**config.mk**
```make
export PLATFORM = sky130hd
export DESIGN_NAME = bus_hold_arbiter_flat
export DESIGN_NICKNAME = d
export VERILOG_FILES = /design/src/rtl/bus_arb_pkg.sv /design/src/rtl/bus_hold_arbiter_if.sv /design/src/rtl/rr_priority_select.sv /design/src/rtl/bus_hold_arbiter.sv /design/src/flat_wrapper.sv
export SDC_FILE = /design/constraint.sdc
export NUM_CORES = 1
export LEC_CHECK = 0
export ABC_AREA = 1
export ABC_CLOCK_PERIOD_IN_PS = 3800
export CORE_MARGIN = 2
export CORE_UTILIZATION = 52
export DETAILED_ROUTE_END_ITERATION = 6
export PLACE_DENSITY_LB_ADDON = 0.3
export SLEW_MARGIN = 20
export SYNTH_ARGS = -nofsm -noshare
export SYNTH_HDL_FRONTEND = slang
export SYNTH_SLANG_ARGS = --single-unit
```
**constraint.sdc**
```tcl
create_clock -name clock -period 3.8 [get_ports clock]
set_input_delay 0.76 -clock clock [delete_from_list [all_inputs] [get_ports clock]]
set_output_delay 0.76 -clock clock [all_outputs]
set_load 0.01 [all_outputs]
```
**src/rtl/bus_arb_pkg.sv**
```systemverilog
// Shared types and sizing helpers for the bus hold arbiter and its round-robin selector.
package bus_arb_pkg;

    typedef enum logic [1:0] {
        IDLE,
        WAIT_ACK,
        GRANT,
        RELEASE
    } arb_state_e;

    // Counters must hold the larger of the grant limit and the ack timeout.
    function automatic int cnt_width(input int max_grant, input int ack_timeout);
        int m;
        m = (max_grant > ack_timeout) ? max_grant : ack_timeout;
        return $clog2(m + 1);
    endfunction

endpackage

```
**src/rtl/bus_hold_arbiter_if.sv**
```systemverilog
// Arbiter-side bus signals: CPU cycle/strobe inputs, requester handshake and hold outputs.
interface bus_hold_arbiter_if #(
    parameter int NUM_REQ = 2
);
    logic               ALE;
    logic               RD_N;
    logic               WR_N;
    logic               cpu_hlda;
    logic [NUM_REQ-1:0] req;
    logic               HOLD;
    logic               HLDA;
    logic [NUM_REQ-1:0] grant;
    logic               timeout_err;

    modport master (
        output ALE, RD_N, WR_N, cpu_hlda, req,
        input  HOLD, HLDA, grant, timeout_err
    );

    modport slave (
        input  ALE, RD_N, WR_N, cpu_hlda, req,
        output HOLD, HLDA, grant, timeout_err
    );
endinterface

```
**src/rtl/rr_priority_select.sv**
```systemverilog
// Combinational round-robin pick: first set request strictly after rr_last, wrapping at NUM_REQ.
module rr_priority_select #(
    parameter  int NUM_REQ = 2,
    localparam int IW      = (NUM_REQ > 1) ? $clog2(NUM_REQ) : 1
) (
    input  logic [NUM_REQ-1:0] req,
    input  logic [IW-1:0]      rr_last,
    output logic [IW-1:0]      winner,
    output logic               valid
);
    logic [IW:0]        sum  [NUM_REQ];
    logic [IW-1:0]      cand [NUM_REQ];
    logic [NUM_REQ-1:0] hit;

    // cand[gi] is the requester gi+1 places after rr_last; sum < 2*NUM_REQ so one wrap suffices.
    for (genvar gi = 0; gi < NUM_REQ; gi++) begin : g_cand
        assign sum[gi]  = {1'b0, rr_last} + (IW + 1)'(gi + 1);
        assign cand[gi] = (sum[gi] >= (IW + 1)'(NUM_REQ)) ? IW'(sum[gi] - (IW + 1)'(NUM_REQ))
                                                          : sum[gi][IW-1:0];
        assign hit[gi]  = req[cand[gi]];
    end

    always_comb begin
        winner = '0;
        valid  = 1'b0;
        for (int i = NUM_REQ - 1; i >= 0; i--) begin
            if (hit[i]) begin
                winner = cand[i];
                valid  = 1'b1;
            end
        end
    end
endmodule

```
**src/rtl/bus_hold_arbiter.sv**
```systemverilog
// Shares the 8088 system bus with NUM_REQ secondary masters via HOLD/HLDA, round-robin,
// with grant length limit, acknowledge timeout and an idle gap between grants.
module bus_hold_arbiter
    import bus_arb_pkg::*;
#(
    parameter int NUM_REQ     = 2,
    parameter int MAX_GRANT   = 16,
    parameter int ACK_TIMEOUT = 64,
    parameter int GAP_CYCLES  = 1
) (
    input  logic clock,
    input  logic reset,
    input  logic cpu_clock_posedge,
    input  logic cpu_clock_negedge,
    bus_hold_arbiter_if.slave bus
);
    localparam int IW = (NUM_REQ > 1) ? $clog2(NUM_REQ) : 1;
    localparam int CW = cnt_width(MAX_GRANT, ACK_TIMEOUT);
    localparam int GW = (GAP_CYCLES > 0) ? $clog2(GAP_CYCLES + 1) : 1;
    localparam logic [CW-1:0] GRANT_MAX = CW'(MAX_GRANT);
    localparam logic [CW-1:0] ACK_LAST  = CW'(ACK_TIMEOUT - 1);
    localparam logic [GW-1:0] GAP_LOAD  = GW'(GAP_CYCLES);

    arb_state_e         state_q, state_d;
    logic               hold_q, hold_d;
    logic               hlda_q, hlda_d;
    logic [NUM_REQ-1:0] grant_q, grant_d;
    logic               timeout_q, timeout_d;
    logic [CW-1:0]      ack_cnt_q, ack_cnt_d;
    logic [CW-1:0]      grant_cnt_q, grant_cnt_d;
    logic [CW-1:0]      grant_cnt_inc;
    logic [GW-1:0]      gap_cnt_q, gap_cnt_d;
    logic [IW-1:0]      rr_last_q, rr_last_d;
    logic               cyc_active_q, cyc_active_d;
    logic               strobe_seen_q, strobe_seen_d;
    logic [IW-1:0]      winner_idx;
    logic               winner_valid;
    logic               others_req;

    rr_priority_select #(.NUM_REQ(NUM_REQ)) u_rr_select (
        .req     (bus.req),
        .rr_last (rr_last_q),
        .winner  (winner_idx),
        .valid   (winner_valid)
    );

    // While granted, rr_last_q holds the owner index, so grant_q masks the owner out.
    assign others_req = |(bus.req & ~grant_q);

    // CPU bus cycle tracker: open on ALE, close once a strobe has come and gone.
    always_comb begin
        cyc_active_d  = cyc_active_q;
        strobe_seen_d = strobe_seen_q;
        if (cyc_active_q && (!bus.RD_N || !bus.WR_N)) begin
            strobe_seen_d = 1'b1;
        end
        if (cpu_clock_negedge && cyc_active_q && strobe_seen_q && bus.RD_N && bus.WR_N) begin
            cyc_active_d  = 1'b0;
            strobe_seen_d = 1'b0;
        end
        if (cpu_clock_posedge && bus.ALE) begin
            cyc_active_d  = 1'b1;
            strobe_seen_d = 1'b0;
        end
    end

    always_comb begin
        state_d       = state_q;
        hold_d        = hold_q;
        hlda_d        = hlda_q;
        grant_d       = grant_q;
        timeout_d     = 1'b0;
        ack_cnt_d     = ack_cnt_q;
        grant_cnt_d   = grant_cnt_q;
        gap_cnt_d     = gap_cnt_q;
        rr_last_d     = rr_last_q;
        grant_cnt_inc = (grant_cnt_q == GRANT_MAX) ? grant_cnt_q : grant_cnt_q + 1'b1;

        if (cpu_clock_posedge && gap_cnt_q != '0) begin
            gap_cnt_d = gap_cnt_q - 1'b1;
        end

        case (state_q)
            IDLE: begin
                if (cpu_clock_posedge && |bus.req && gap_cnt_q == '0) begin
                    hold_d    = 1'b1;
                    ack_cnt_d = '0;
                    state_d   = WAIT_ACK;
                end
            end
            WAIT_ACK: begin
                if (cpu_clock_posedge) begin
                    if (bus.cpu_hlda && !cyc_active_q && winner_valid) begin
                        grant_d             = '0;
                        grant_d[winner_idx] = 1'b1;
                        hlda_d              = 1'b1;
                        rr_last_d           = winner_idx;
                        grant_cnt_d         = '0;
                        state_d             = GRANT;
                    end else if (!(|bus.req)) begin
                        hold_d  = 1'b0;
                        state_d = IDLE;
                    end else if (ack_cnt_q == ACK_LAST) begin
                        hold_d    = 1'b0;
                        timeout_d = 1'b1;
                        gap_cnt_d = GAP_LOAD;
                        state_d   = IDLE;
                    end else begin
                        ack_cnt_d = ack_cnt_q + 1'b1;
                    end
                end
            end
            GRANT: begin
                // The limit counts the clock being ended now, so a grant lasts MAX_GRANT clocks.
                if (cpu_clock_posedge) begin
                    grant_cnt_d = grant_cnt_inc;
                    if (!bus.req[rr_last_q] || (grant_cnt_inc == GRANT_MAX && others_req)) begin
                        state_d = RELEASE;
                    end
                end
            end
            RELEASE: begin
                if (cpu_clock_negedge && hlda_q) begin
                    grant_d = '0;
                    hlda_d  = 1'b0;
                end else if (cpu_clock_posedge && !hlda_q) begin
                    hold_d    = 1'b0;
                    gap_cnt_d = GAP_LOAD;
                    state_d   = IDLE;
                end
            end
            default: state_d = IDLE;
        endcase
    end

    always_ff @(posedge clock) begin
        if (reset) begin
            state_q       <= IDLE;
            hold_q        <= 1'b0;
            hlda_q        <= 1'b0;
            grant_q       <= '0;
            timeout_q     <= 1'b0;
            ack_cnt_q     <= '0;
            grant_cnt_q   <= '0;
            gap_cnt_q     <= '0;
            rr_last_q     <= IW'(NUM_REQ - 1);
            cyc_active_q  <= 1'b0;
            strobe_seen_q <= 1'b0;
        end else begin
            state_q       <= state_d;
            hold_q        <= hold_d;
            hlda_q        <= hlda_d;
            grant_q       <= grant_d;
            timeout_q     <= timeout_d;
            ack_cnt_q     <= ack_cnt_d;
            grant_cnt_q   <= grant_cnt_d;
            gap_cnt_q     <= gap_cnt_d;
            rr_last_q     <= rr_last_d;
            cyc_active_q  <= cyc_active_d;
            strobe_seen_q <= strobe_seen_d;
        end
    end

    assign bus.HOLD        = hold_q;
    assign bus.HLDA        = hlda_q;
    assign bus.grant       = grant_q;
    assign bus.timeout_err = timeout_q;
endmodule

```
**src/flat_wrapper.sv**
```systemverilog
// flat-port wrapper written by rule: the top's interface ports become plain ports
module bus_hold_arbiter_flat import bus_arb_pkg::*;
#(
    parameter int NUM_REQ     = 2,
    parameter int MAX_GRANT   = 16,
    parameter int ACK_TIMEOUT = 64,
    parameter int GAP_CYCLES  = 1
)
  (clock, reset, cpu_clock_posedge, cpu_clock_negedge, bus_ALE, bus_RD_N, bus_WR_N, bus_cpu_hlda, bus_req, bus_HOLD, bus_HLDA, bus_grant, bus_timeout_err);
  bus_hold_arbiter_if #(.NUM_REQ(NUM_REQ)) bus_i ();
  input  logic clock;
  input  logic reset;
  input  logic cpu_clock_posedge;
  input  logic cpu_clock_negedge;
  input wire logic [$bits(bus_i.ALE)-1:0] bus_ALE;
  input wire logic [$bits(bus_i.RD_N)-1:0] bus_RD_N;
  input wire logic [$bits(bus_i.WR_N)-1:0] bus_WR_N;
  input wire logic [$bits(bus_i.cpu_hlda)-1:0] bus_cpu_hlda;
  input wire logic [$bits(bus_i.req)-1:0] bus_req;
  output wire logic [$bits(bus_i.HOLD)-1:0] bus_HOLD;
  output wire logic [$bits(bus_i.HLDA)-1:0] bus_HLDA;
  output wire logic [$bits(bus_i.grant)-1:0] bus_grant;
  output wire logic [$bits(bus_i.timeout_err)-1:0] bus_timeout_err;
  assign bus_i.ALE = bus_ALE;
  assign bus_i.RD_N = bus_RD_N;
  assign bus_i.WR_N = bus_WR_N;
  assign bus_i.cpu_hlda = bus_cpu_hlda;
  assign bus_i.req = bus_req;
  assign bus_HOLD = bus_i.HOLD;
  assign bus_HLDA = bus_i.HLDA;
  assign bus_grant = bus_i.grant;
  assign bus_timeout_err = bus_i.timeout_err;
  bus_hold_arbiter #(.NUM_REQ(NUM_REQ), .MAX_GRANT(MAX_GRANT), .ACK_TIMEOUT(ACK_TIMEOUT), .GAP_CYCLES(GAP_CYCLES)) u_core (.clock(clock), .reset(reset), .cpu_clock_posedge(cpu_clock_posedge), .cpu_clock_negedge(cpu_clock_negedge), .bus(bus_i));
endmodule
```
==> results of run 1 <==
state kept, by name, summed over array words and instances (netlist names), named ones only:
signal / count
u_core.cyc_active_q: 1
u_core.bus.grant: 2
u_core.gap_cnt_q: 1
u_core.grant_cnt_q: 7
u_core.state_q: 1
u_core.bus.HLDA: 1
u_core.bus.HOLD: 1
u_core.ack_cnt_q: 7
u_core.bus.timeout_err: 1
u_core.strobe_seen_q: 1
u_core.rr_last_q: 1
area by class of cell:
class | instances | share of cell area (%)
Sequential cell | 25 | 30.2
Multi-Input combinational cell | 166 | 50.7
Tap cell | 31 | 2.34
Timing Repair Buffer | 15 | 8.91
Inverter | 27 | 6.27
Clock buffer | 4 | 1.59
routing by layer:
metal / vias to the layer above / part of all wire [%]
li1: 752 / -
met1: 624 / 50
met2: 29 / 46
met3: 5 / 3.0
met4: 0 / 1.6
met5: - / 0
critical path, delay by kind of cell:
family | cells | cell delay, ns
AOI/OAI and AO/OA | 1 | 0.20
buffers and inverters | 3 | 0.65
and+or+nand+nor | 5 | 0.94
layout by cell type (no fill, tap or decap), types with 2 or more instances in the layout:
cell type / n
a21oi_1: 22
nor3_1: 2
nand2_1: 58
nand4_1: 6
clkdlybuf4s50_1: 14
a21oi_2: 2
clkbuf_4: 3
xor2_1: 6
nor2_1: 27
o21ai_0: 4
inv_2: 2
dfxtp_1: 25
ha_1: 3
nor2_4: 2
inv_1: 24
nand3_1: 20
metrics by stage:
stage	utilization (%)	power [mW]	instance area, sq um
6_report	61.1	0.540	1660
5_1_grt	61.1	0.569	1660
4_1_cts	61.1	0.543	1660
3_5_place_dp	60.2	0.426	1630
3_3_place_gp	60.2	0.425	1630
2_1_floorplan	-	0.394	1460
kinds of logic after synthesis:
logic type	Yosys count
simple gates	123
buf+inv	30
flops	25
compound gates	34
fa+ha+maj	3
xor+xnor	6
power groups by stage:
stage                     sequential (mW)  combinational [mW]  clock, mW
after floorplan                     0.296              0.0988          0
after global placement              0.297               0.127          0
after detailed placement            0.297               0.129          0
after CTS                           0.292               0.129      0.123
after global routing                0.294               0.144      0.130
final                               0.292               0.129      0.119
path summary, 6_finish.rpt:
| check | from | endpoint | slack, ns | cells after the start |
|---|---|---|---|---|
| worst max-delay path | bus_req[0] | u_core.ack_cnt_q[0]$_SDFFE_PP0P_ | 1.48 | 9 |
| worst min-delay path | u_core.bus.HOLD$_SDFFE_PP0P_ | u_core.bus.HOLD$_SDFFE_PP0P_ | 0.48 | 2 |
| worst max register to register | u_core.ack_cnt_q[0]$_SDFFE_PP0P_ | u_core.ack_cnt_q[0]$_SDFFE_PP0P_ | 2.02 | 9 |
| worst min register to register | u_core.bus.HOLD$_SDFFE_PP0P_ | u_core.bus.HOLD$_SDFFE_PP0P_ | 0.48 | 2 |
==> summary.txt, run 1 <==
Clock tree
  • Clock sink count: 25
  • Clock Latency Late Sink: 0.32 ns
  • Maximum buffer depth of the clock tree: 2
  • Hold_buf cts: 0
  • Clock transition at path regs: 0.14 ns
  • CTS tree: built
  • Post-cts repair resize count: 0
  • Setup bufs post-CTS: 0
  • Clock H-tree levels: 1
  • Root buf cell: clkbuf_4
  • CTS buffer count: 3

Setup path
  • Crit path DAT: 2.55 ns
  • Most used cell, CP: inv_1
  • Crit path max-delay cell type: clkdlybuf4s50_1
  • CP max stage delay: 0.49 ns
  • Critical path, cell by cell: clkdlybuf4s50_1 > inv_1 > nand2_1 > inv_1 > o21ai_1 > and3_1 > nand3_1 > nand2_2 > nor2_1
  • Setup CP Type: in2reg
  • Element type at the critical path start: input port
  • Crit Path Max Fanout: 8
  • Worst Setup End Kind: flop
  • Crit path required time: 4.03 ns

Global routing
  • First-pass GRT wire length: 5160 microns
  • Grt ovf: 0
  • Global routing's busiest layer: met2
  • Initial antenna violation count: 0
  • Met2 global-route usage: 32.0%
  • Largest net degree at the start of global routing: 14
  • GR Util All Layers: 19.7%
  • GR Util met3: 2.04%
  • Vias in the first global route: 1252
  • Met1 usage: 27.0%

Finish
  • Nets: 251
  • Final Instance Count excl. Fillers: 268
  • Share of cells above drive strength 1: 7.17%
  • Sequential cell area: 500 sq um
  • Area growth syn-to-layout: 13.3%
  • # diodes: 0
  • Multi-input logic area: 840 sq um
  • Filler instances: 269

Power and ir drop
  • Combinational fraction of design power: 23.9%
  • Clk pwr share: 22.1%
  • Pleak: 0.682 nW
  • Net Sw Frac: 31.6%
  • Seq pwr share: 54.0%
  • Internal Dissipation: 0.369 mW
  • Power per cell area: 326 nW/um^2
  • Worst vdd rail ir drop: 252 uV
  • Psw: 0.171 mW

Synth
  • Synthesized net count: 234
  • Yosys reg bits: 25
  • Post-synthesis mux area share: 0%
  • Cell count after synthesis: 221
  • Async set-reset flop share out of synthesis: 0%
  • Synth Flop Type: dfxtp_1
  • Count leader, synth: nand2_1
  • Largest family of logic cells by synthesized area: simple AND/OR/NAND/NOR gates
  • Post-Synth XOR/XNOR Area: 3.59%
  • Post-synth top area cell: dfxtp_1
  • Mean area per synthesized cell: 6.62 sq um
  • Post-synthesis compound-gate area fraction: 13.0%
  • EDFF count, synth: 0
  • Yosys warnings: 0
  • Ranking of synthesized cells by area: dfxtp_1, nand2_1, a21oi_1
  • Synth cell count leaders: nand2_1, nor2_1, dfxtp_1
  • Adder-cell share of the synthesized area: 2.57%
  • Synth unique cells: 32
  • Post-synthesis instance area: 1460 sq um
  • Synth top area share: 34.2%
  • Post-synthesis sequential area ratio: 34.2%
  • Post-Synth Simple-Gate Area: 38.2%

Detailed routing
  • Post-Route WL: 3010 microns
  • Number of routed nets with antenna violations: 0
  • Via density: 5.26
  • # DRC: 0
  • Routed len/inst: 11.2 microns
  • DR pass1 iterations: 4
  • DR vias: 1410
  • Detailed Route Iter0 Violations: 68

Outcome
  • Status: finished, final reports clean

Placed design
  • Placed cell count: 264
  • Place WS: 1.15 ns
  • Placer Congestion: 0.834
  • Number of port buffers: 14
  • HPWL Detailed: 2310 microns

Timing
  • Slew @ Worst Pin: 0.506 ns
  • Final setup fails: 0
  • Max-slew headroom: 66.1%
  • RSZ-0062 raised after global routing: false
  • Setup ws final: 1.48 ns
  • Tcrit/Tclk final: 61.0%
  • Hold violation total from the final report: 0
  • Fin Setup TNS: 0 ns
  • Max Clock Freq: 431 MHz
  • Final Skew: 0.00936 ns
  • Final Hold Slack: 0.482 ns
  • Tmin final: 2.32 ns
  • Final Max Slew Viols: 0

Floorplanning
  • Die Y: 57.0 microns
  • Initial Util: 54.0%
  • Die footprint: 3250 sq um
  • Core Area: 2710 sq um
  • Die span in x: 57.0 microns
  • Ports: 15
  • Row count: 19

Worst hold path
  • Worst min-delay path category: reg2reg

Job
  • MaxCap Viol Count: 0
(Power assumes the default switching activity.)
==> run 2: changes to the inputs <==
--- a/config.mk
+++ b/config.mk
@@ -6,7 +6,7 @@
 export NUM_CORES = 1
 export LEC_CHECK = 0
 export ABC_AREA = 1
-export ABC_CLOCK_PERIOD_IN_PS = 3800
+export ABC_CLOCK_PERIOD_IN_PS = 2300
 export CORE_MARGIN = 2
 export CORE_UTILIZATION = 52
 export DETAILED_ROUTE_END_ITERATION = 6
==> constraint.sdc (replaced) <==
create_clock -name clock -period 2.3 [get_ports clock]
set_input_delay 0.46 -clock clock [delete_from_list [all_inputs] [get_ports clock]]
set_output_delay 0.46 -clock clock [all_outputs]
set_load 0.01 [all_outputs]
==> run 2 against run 1 <==
Clock power rose by 64%. Power grew 71%. Combinational power increased by 88%. Global-route usage up 1.3 points. Via count down 0.85%. Critical path depth rose by 2. Non-clock buffer count grew 5. Hold slack better by 0.0020 ns. Sequential share of layout area fell by 0.89 points. Wire length increased by 1.4%. Cell area is 3.0% higher. Sequential cell count stayed put. Largest power group unchanged.
==> summary.txt, run 2 (synthesis results as in run 1) <==
Outcome
  • Status: finished, final reports clean

Global routing
  • GR Util All Layers: 21.0%
  • Initial antenna violation count: 0
  • First-pass GRT wire length: 5500 microns
  • Vias in the first global route: 1282
  • Largest net degree at the start of global routing: 14
  • Grt ovf: 0

Placed design
  • HPWL Detailed: 2350 microns
  • Placer Congestion: 0.927
  • Number of port buffers: 14

Setup path
  • Setup CP Type: in2reg
  • Critical Path Stages: 11
  • Crit path DAT: 2.06 ns
  • Crit path max-delay family: buffers and inverters
  • Element type at the critical path start: input port
  • Most used cell, CP: nand2_1
  • Crit path required time: 2.53 ns
  • Crit Path Max Fanout: 8
  • CP max stage delay: 0.51 ns
  • Critical path, cell by cell: clkdlybuf4s50_1 > inv_1 > nand2_1 > nand2_1 > nor2_4 > inv_2 > and3_1 > buf_12 > nand2_8 > xor2_1 > nor2_1
  • Register-to-Register Path Depth: 10
  • Worst Setup End Kind: flop
  • Crit path max-delay cell type: clkdlybuf4s50_1
  • Worst path bufs/invs: 4

Timing
  • Hold violation total from the final report: 0
  • Final Hold Slack: 0.484 ns
  • Max Clock Freq: 546 MHz
  • Fin Setup TNS: 0 ns
  • Slew @ Worst Pin: 0.441 ns
  • Tmin final: 1.83 ns
  • Tcrit/Tclk final: 79.7%
  • Max-slew headroom: 70.5%
  • Final setup fails: 0
  • RSZ-0062 raised after global routing: false
  • Final Skew: 0.00396 ns
  • Final Max Slew Viols: 0

Clock tree
  • Clock sink count: 25
  • Setup bufs post-CTS: 0
  • Root buf cell: clkbuf_4
  • Clock transition at path regs: 0.13 ns
  • Clock Latency Late Sink: 0.31 ns
  • CTS tree: built
  • Maximum buffer depth of the clock tree: 2
  • Post-cts repair resize count: 0
  • Clock H-tree levels: 1
  • Hold_buf cts: 0
  • CTS buffer count: 3

Floorplanning
  • Initial Util: 54.0%
  • Row count: 19
  • Die Y: 57.0 microns
  • Core Area: 2710 sq um
  • Die span in x: 57.0 microns
  • Ports: 15
  • Die footprint: 3250 sq um

Finish
  • Multi-input logic area: 840 sq um
  • Nets: 256
  • Commonest cells after routing, fill and taps aside: nand2_1, nor2_1, dfxtp_1
  • Share of cells above drive strength 1: 9.09%
  • Filler instances: 251
  • Area growth syn-to-layout: 16.7%
  • Most common cell after layout, fill and taps aside: nand2_1
  • Sequential cell area: 500 sq um
  • # diodes: 0

Power and ir drop
  • Psw: 0.288 mW
  • Net Sw Frac: 31.2%
  • Seq pwr share: 52.5%
  • Internal Dissipation: 0.634 mW
  • Pleak: 0.710 nW
  • Worst vdd rail ir drop: 398 uV
  • Total power: 0.922 mW
  • Power per cell area: 540 nW/um^2
  • Combinational fraction of design power: 26.3%
  • Clk pwr share: 21.2%

Worst hold path
  • Worst min-delay path category: reg2reg
  • Hold Crit Depth: 2

Detailed routing
  • DR pass1 iterations: 4
  • Via density: 5.12
  • Detailed Route Iter0 Violations: 83
  • # DRC: 0
  • Routed len/inst: 11.2 microns
  • Post-Route WL: 3050 microns
  • Number of routed nets with antenna violations: 0
  • DR vias: 1398

Job
  • MaxCap Viol Count: 0
==> run 2: cell count changes in the layout (fill, tap and decap cells not counted), sizes merged <==
cell | before | now
buf | 1 | 6
==> run 2: per-stage QoR <==
stage	setup WS [ns]	utilization (%)	instances	instance area [sq um]
floorplan	0.753	-	221	1460
global placement	0.198	62.0	269	1680
detailed placement	0.135	62.0	269	1680
CTS	0.483	63.0	273	1710
global route	0.371	63.0	273	1710
finish	0.468	63.0	273	1710
==> run 2: final cells by class <==
type | count | area share, %
timing repair buffer | 20 | 11.6
tap | 31 | 2.27
sequential | 25 | 29.3
multi-input combinational | 166 | 49.2
clock buffer | 4 | 1.54
inverter | 27 | 6.09
==> run 2: worst reg2reg max path, cell delays in order (launching register included) <==
cell and delay (ns):
dfxtp_1 0.43, ha_1 0.24, nand2_1 0.08, nor2_1 0.18
nand2_1 0.10, inv_1 0.12, o21ai_2 0.07, buf_4 0.18
nand2_8 0.08, xor2_1 0.15, nor2_1 0.05
==> run 2: power groups by stage <==
stage                     Sequential, mW  Combinational (mW)  Clock (mW)
after floorplan                    0.488               0.163           0
after global placement             0.492               0.240           0
after detailed placement           0.492               0.242           0
after CTS                          0.483               0.243       0.206
after global routing               0.488               0.267       0.220
final                              0.484               0.243       0.195
==> run 2: layer usage <==
layer / vias to the layer above / track usage [%] / routed length, microns
met5: - / 0 / 0
met4: 0 / 6.98 / 37
met3: 5 / 2.72 / 144
met2: 37 / 34.5 / 1370
met1: 596 / 28.7 / 1500
li1: 760 / - / -
==> run 2: path summary, 6_finish.rpt <==
check	start	endpoint	slack, ns
max	bus_req[0]	u_core.ack_cnt_q[0]$_SDFFE_PP0P_	0.47
min	u_core.bus.HOLD$_SDFFE_PP0P_	u_core.bus.HOLD$_SDFFE_PP0P_	0.48
max reg2reg	u_core.ack_cnt_q[0]$_SDFFE_PP0P_	u_core.ack_cnt_q[0]$_SDFFE_PP0P_	0.54
min reg2reg	u_core.bus.HOLD$_SDFFE_PP0P_	u_core.bus.HOLD$_SDFFE_PP0P_	0.48
